**config.mk**
```make
export PLATFORM = sky130hd
export DESIGN_NAME = rf_mp_scoreboard
export DESIGN_NICKNAME = d
export VERILOG_FILES = /design/src/rtl/rf_mp_scoreboard.sv
export SDC_FILE = /design/constraint.sdc
export NUM_CORES = 2
export LEC_CHECK = 0
export CAP_MARGIN = 20
export CORE_MARGIN = 2
export CORE_UTILIZATION = 50
export DETAILED_ROUTE_END_ITERATION = 8
export MAX_ROUTING_LAYER = met4
export PLACE_DENSITY_LB_ADDON = 0.08
export SLEW_MARGIN = 20
export SYNTH_ARGS = -nofsm -noshare
export SYNTH_HDL_FRONTEND = slang
export SYNTH_SLANG_ARGS = --single-unit
```
**constraint.sdc**
```tcl
create_clock -name clk -period 75.7 [get_ports clk]
set_input_delay 7.57 -clock clk [delete_from_list [all_inputs] [get_ports clk]]
set_output_delay 7.57 -clock clk [all_outputs]
set_load 0.01 [all_outputs]
```
**src/rtl/rf_mp_scoreboard.sv**
```systemverilog
// Multi-port integer register file with per-register busy scoreboard.
// Two write ports (W0 ALU, W1 load/late), NUM_RD combinational read ports.
// Optional macro RF_BYPASS_EN: forward same-cycle write data and clears to reads.
module rf_mp_scoreboard #(
  parameter int unsigned DATA_W   = 32,
  parameter int unsigned ADDR_W   = 5,
  parameter int unsigned NUM_RD   = 2,
  parameter int unsigned ZERO_REG = 1
) (
  input  logic                       clk,
  input  logic                       rst,
  input  logic [NUM_RD*ADDR_W-1:0]   rd_addr,
  output logic [NUM_RD*DATA_W-1:0]   rd_data,
  output logic [NUM_RD-1:0]          rd_busy,
  input  logic                       we0,
  input  logic [ADDR_W-1:0]          wa0,
  input  logic [DATA_W-1:0]          wd0,
  input  logic                       we1,
  input  logic [ADDR_W-1:0]          wa1,
  input  logic [DATA_W-1:0]          wd1,
  input  logic                       iss_en,
  input  logic [ADDR_W-1:0]          iss_addr,
  output logic [(2**ADDR_W)-1:0]     busy_vec
);

  localparam int unsigned DEPTH = 2**ADDR_W;
  localparam bit          PROT0 = (ZERO_REG != 0);

  logic [DATA_W-1:0] rf [DEPTH];
  logic [DEPTH-1:0]  busy_q;
  logic [DEPTH-1:0]  set_vec;
  logic [DEPTH-1:0]  clr_vec;
  logic              w0_ok;
  logic              w1_ok;

  // Writes to a protected r0 are dropped
  assign w0_ok = we0 && !(PROT0 && (wa0 == '0));
  assign w1_ok = we1 && !(PROT0 && (wa1 == '0));

  // Register array; W1 is written last so it wins a same-address collision
  always_ff @(posedge clk or posedge rst) begin
    if (rst) begin
      rf <= '{default: '0};
    end else begin
      if (w0_ok) rf[wa0] <= wd0;
      if (w1_ok) rf[wa1] <= wd1;
    end
  end

  // Per-register issue (set) and writeback (clear) decode; r0 masked when protected
  always_comb begin
    set_vec = '0;
    clr_vec = '0;
    if (iss_en) set_vec[iss_addr] = 1'b1;
    if (we0)    clr_vec[wa0]      = 1'b1;
    if (we1)    clr_vec[wa1]      = 1'b1;
    if (PROT0) begin
      set_vec[0] = 1'b0;
      clr_vec[0] = 1'b0;
    end
  end

  // Busy state: a new producer issued this cycle overrides a retiring one
  always_ff @(posedge clk or posedge rst) begin
    if (rst) busy_q <= '0;
    else     busy_q <= (busy_q & ~clr_vec) | set_vec;
  end

  assign busy_vec = busy_q;

  for (genvar k = 0; k < NUM_RD; k++) begin : g_rd
    logic [ADDR_W-1:0] ra;
    logic [DATA_W-1:0] d;
    logic              b;

    assign ra = rd_addr[k*ADDR_W +: ADDR_W];

    // Read port k: array/busy lookup, optional same-cycle forwarding, r0 and reset masking
    always_comb begin
      d = rf[ra];
      b = busy_q[ra];
`ifdef RF_BYPASS_EN
      if (we0 && (wa0 == ra)) d = wd0;
      if (we1 && (wa1 == ra)) d = wd1;
      b = busy_q[ra] && !clr_vec[ra];
`else
`endif
      if (PROT0 && (ra == '0)) begin
        d = '0;
        b = 1'b0;
      end
      if (rst) begin
        d = '0;
        b = 1'b0;
      end
    end

    assign rd_data[k*DATA_W +: DATA_W] = d;
    assign rd_busy[k]                  = b;
  end

endmodule

```
**Word level (Yosys, flattened, before mapping)**

Index checks and enable logic that the tools add are counted.
Widths: inputs -> output; s select.

- Flip-flop bits (word level): 1056
- Input bits: 94
- Logic and storage cells: 103

- Magnitude comparators: 14
- Mux-type cells: 35
- Bitwise gates (word level): 8
- Reductions and logical operators: 13

Operators by type and width:

| cell | number |
|---|---|
| $bwmux 1024 | 2 |
| $mux 1024 | 2 |
| $mux 32 | 13 |
| $bmux 32 s5 | 2 |
| $demux 32 s5 | 2 |
| $or 32x32->32 | 2 |
| $and 32x32->32 | 1 |
| $not 32->32 | 1 |
| $lt 5x6->1 const B | 5 |
| $ge 6x6->1 const B | 4 |
| $not 5->6 | 4 |
| $logic_not 5->1 | 4 |
| $demux 1 s5 | 3 |
| $ge 5x1->1 const B | 3 |
| $lt 6x1->1 const B | 2 |
| $bmux 1 s5 | 2 |
| $mux 1 | 9 |
| $logic_and 1x1->1 | 7 |
| $logic_not 1->1 | 2 |

**Longest topological paths before layout**

- Depth in word-level cells: 10
- Gate-level depth with buffers: 11
- Depth with buffers taken out: 5

**Least setup slack after synthesis**

Ideal clock, no wire load.

- Path kind: input to output
- Start: input port rst
- End: output port rd_data[48]
- Arrival: 41206 ps
- Path slack: 26924 ps
- Stages: 4
- Path through: inv_1 clkbuf_1 clkbuf_1 a31o_2

- Cells in the longest elaborated chain, start to end: 1

RTL lines:

| item | RTL line | text |
|---|---|---|
| start, declared | 11 | `input logic rst,` |
| $mux 32 | 92 | `if (rst) begin` |
| end, declared | 13 | `output logic [NUM_RD*DATA_W-1:0] rd_data,` |

Every way passes these cells.

**Final worst setup path**

- Start: input port rst
- End: output port rd_data[56]

Same word-level chain as after synthesis.

==> results.toml <==
[clock_tree]
cts-root-buf = "clkbuf_16"
cts_made_buffers = 121
clock_sink_count = 1055
ctsHtreeMaxLevel = 3
cts_setup_buffers = 0
tritoncts = "built"
cts_hold_repair.buffers = 0
cts_max_path_buffers = 3
cts_resized = 0
clk_latency_ns = 0.77
clk_pin_slew_worst_paths_ns = 0.06

[floorplanning]
fp.coreArea_um2 = 129000
num_rows = 132
dieArea_um2 = 133000
ios = 192
die_h_um = 365
die_w_um = 365
start_util = 0.503

[layout]
drive_above_1_share = 0.187
final_cell_mix = "dfrtp_1 (1055), nand2_1 (823), mux2i_1 (792)"
design_area_um2 = 72100
area_growth_pct = 10.9
fin_nets = 5956
fillers = 11000
multi_input_area_um2 = 35800
mostFrequentLayoutCell = "dfrtp_1"
seqCellArea_um2 = 26400

[grt]
grt_first_pass_wirelength_mm = 404
grt_pass1_vias = 51700
antenna_found_initial = 34
grtUsageTotal = 0.442
overflow = 0
grt_max_degree = 134

[power]
pwr-share-comb = 0.251
internal_power_uw = 1340
pwr-share-seq = 0.428
peakVddDrop_v = 0.0000187
power_per_cell_area_nw_per_um2 = 26.9
switchingPower_uw = 599
p_leak_uw = 0.0295
p_clk_frac = 0.321
swShare = 0.308

[synth]
synth_area_leaders = "dfrtp_1 (41%), mux4_2 (19%), mux2i_1 (12%)"
postSynthNetCount = 6199
synthArstFlopShare = 1.00
avgSynthCellArea_um2 = 10.7
synth_top_area_frac = 0.406
synth_edf_count = 0
synth_area_um2 = 65000
yosysTopAreaCell = "dfrtp_1"
synth_cell_type_count = 52
synth_cells = 6105
ys_warn_count = 0
ys_seq_area_frac = 0.406
ys_ff_latch = 1055
ys.flop_type = "dfrtp_1"

[sta]
final_max_slew_viol_count = 0
min_period_ns = 19.42
post-route-period-util = 0.256
whs_ns = 0.397
worst_pin_slew_ns = 1.33
rsz0062_at_grt = "no"
finalHoldViolCount = 0
fin_tns_setup_ns = 0
fin_skew_ns = 0
relSlewSlack = 0.114
setup_viol = 0
clock.fmax_mhz = 51.5

[setup_path]
cp-start-kind = "input port"
critical_path_arrival_ns = 11.85
critPathCaptureType = "output pin"
path_cells = "clkdlybuf4s50_1 -> inv_8 -> buf_4 -> buf_4 -> buf_4 -> a31o_2 -> clkdlybuf4s50_1"
cp.required_ns = 68.13
cp_max_fo = 98
cpMaxStageDelayCell = "buf_4"
crit_top_cell = "buf_4"
rrSetupSlack_ns = 74.73
slowest_delay_ns = 0.73
path_class = "in -> out"

[detailed_routing]
via_count = 55100
dr.pass1.iters = 8
wirelength_mm = 285
drt_iter0_drc = 8599
ant_nets = 0
viasPerCell = 7.12
drc = 0
wl_per_cell_um = 36.8

[placed_design]
port_buffers = 190
place_area_um2 = 67800
place_congestion = 0.955
place_hpwl_mm = 166

[run_status]
status = "finished, final reports clean"

[hold_path]
hp-class = "reg -> reg"

[job]
drv_cap = 0
[routing by layer]
layer | vias to the layer above | part of all wire | track usage
li1 | 22100 | - | -
met1 | 27900 | 0.38 | 0.593
met2 | 4251 | 0.42 | 0.593
met3 | 845 | 0.14 | 0.161
met4 | 0 | 0.054 | 0.209
met5 | - | 0 | -
[worst max-delay path, delay by kind of cell]
| family | cells | cell delay (ns) |
|---|---|---|
| AOI/OAI and AO/OA | 1 | 0.30 |
| buffers and inverters | 6 | 3.82 |
[cells in the mapped netlist, types with 23 or more instances]
| library cell | count |
|---|---|
| clkbuf_1 | 548 |
| o22ai_1 | 63 |
| nor2_1 | 583 |
| a31oi_1 | 156 |
| o21ai_0 | 467 |
| buf_1 | 53 |
| mux2i_1 | 792 |
| mux2_2 | 39 |
| a31o_2 | 23 |
| a32oi_1 | 183 |
| dfrtp_1 | 1055 |
| buf_2 | 106 |
| a21oi_1 | 366 |
| nand2_1 | 853 |
| buf_4 | 42 |
| mux4_2 | 543 |
[sequential cells by signal (all words and copies together), names as in the netlist]
| signal | cells |
|---|---|
| rf | 1024 |
| busy_vec | 31 |
[layout make-up]
class / instances / area share
Inverter: 5 / 0.000399
Multi-Input combinational cell: 4284 / 0.496
Clock inverter: 30 / 0.00581
Tap cell: 1742 / 0.0302
Antenna cell: 45 / 0.00156
Timing Repair Buffer: 395 / 0.0480
Clock buffer: 193 / 0.0514
Sequential cell: 1055 / 0.366
[stage by stage]
stage | std cells | worst slack (ns) | util | power, uW
floorplan | 6105 | 25.69 | - | 1160
global placement | 7477 | 56.33 | 0.524 | 1300
detailed placement | 7479 | 56.28 | 0.524 | 1310
CTS | 7702 | 56.28 | 0.556 | 1930
global route | 7744 | 55.96 | 0.558 | 2010
finish | 7749 | 56.28 | 0.558 | 1940
[logic make-up after synthesis]
| group | count (synthesis) | share of synthesized area |
|---|---|---|
| other | 1 | 0.0000577 |
| buffers and inverters | 766 | 0.0505 |
| flip-flops | 1055 | 0.406 |
| AO/OA/AOI/OAI | 1365 | 0.126 |
| AND/OR/NAND/NOR | 1524 | 0.0921 |
| multiplexers | 1394 | 0.325 |
[power groups by stage]
stage / clock [uW] / combinational (uW) / sequential, uW
2_1_floorplan: 0 / 364 / 792
3_3_place_gp: 0 / 469 / 828
3_5_place_dp: 0 / 481 / 831
4_1_cts: 624 / 481 / 823
5_1_grt: 646 / 524 / 844
6_report: 624 / 488 / 831
[worst paths after layout]
check | startpoint | to | depth (start not counted)
max | rst | rd_data[56] | 7
min | rf[1005] | rf[1005] | 0
max reg2reg | rf[959] | rf[959] | 3
min reg2reg | rf[1005] | rf[1005] | 0
max in group asynchronous | rst | rf[202] | 6
min in group asynchronous | rst | rf[128] | 2
Note: power is estimated with default switching activity, not from simulation.
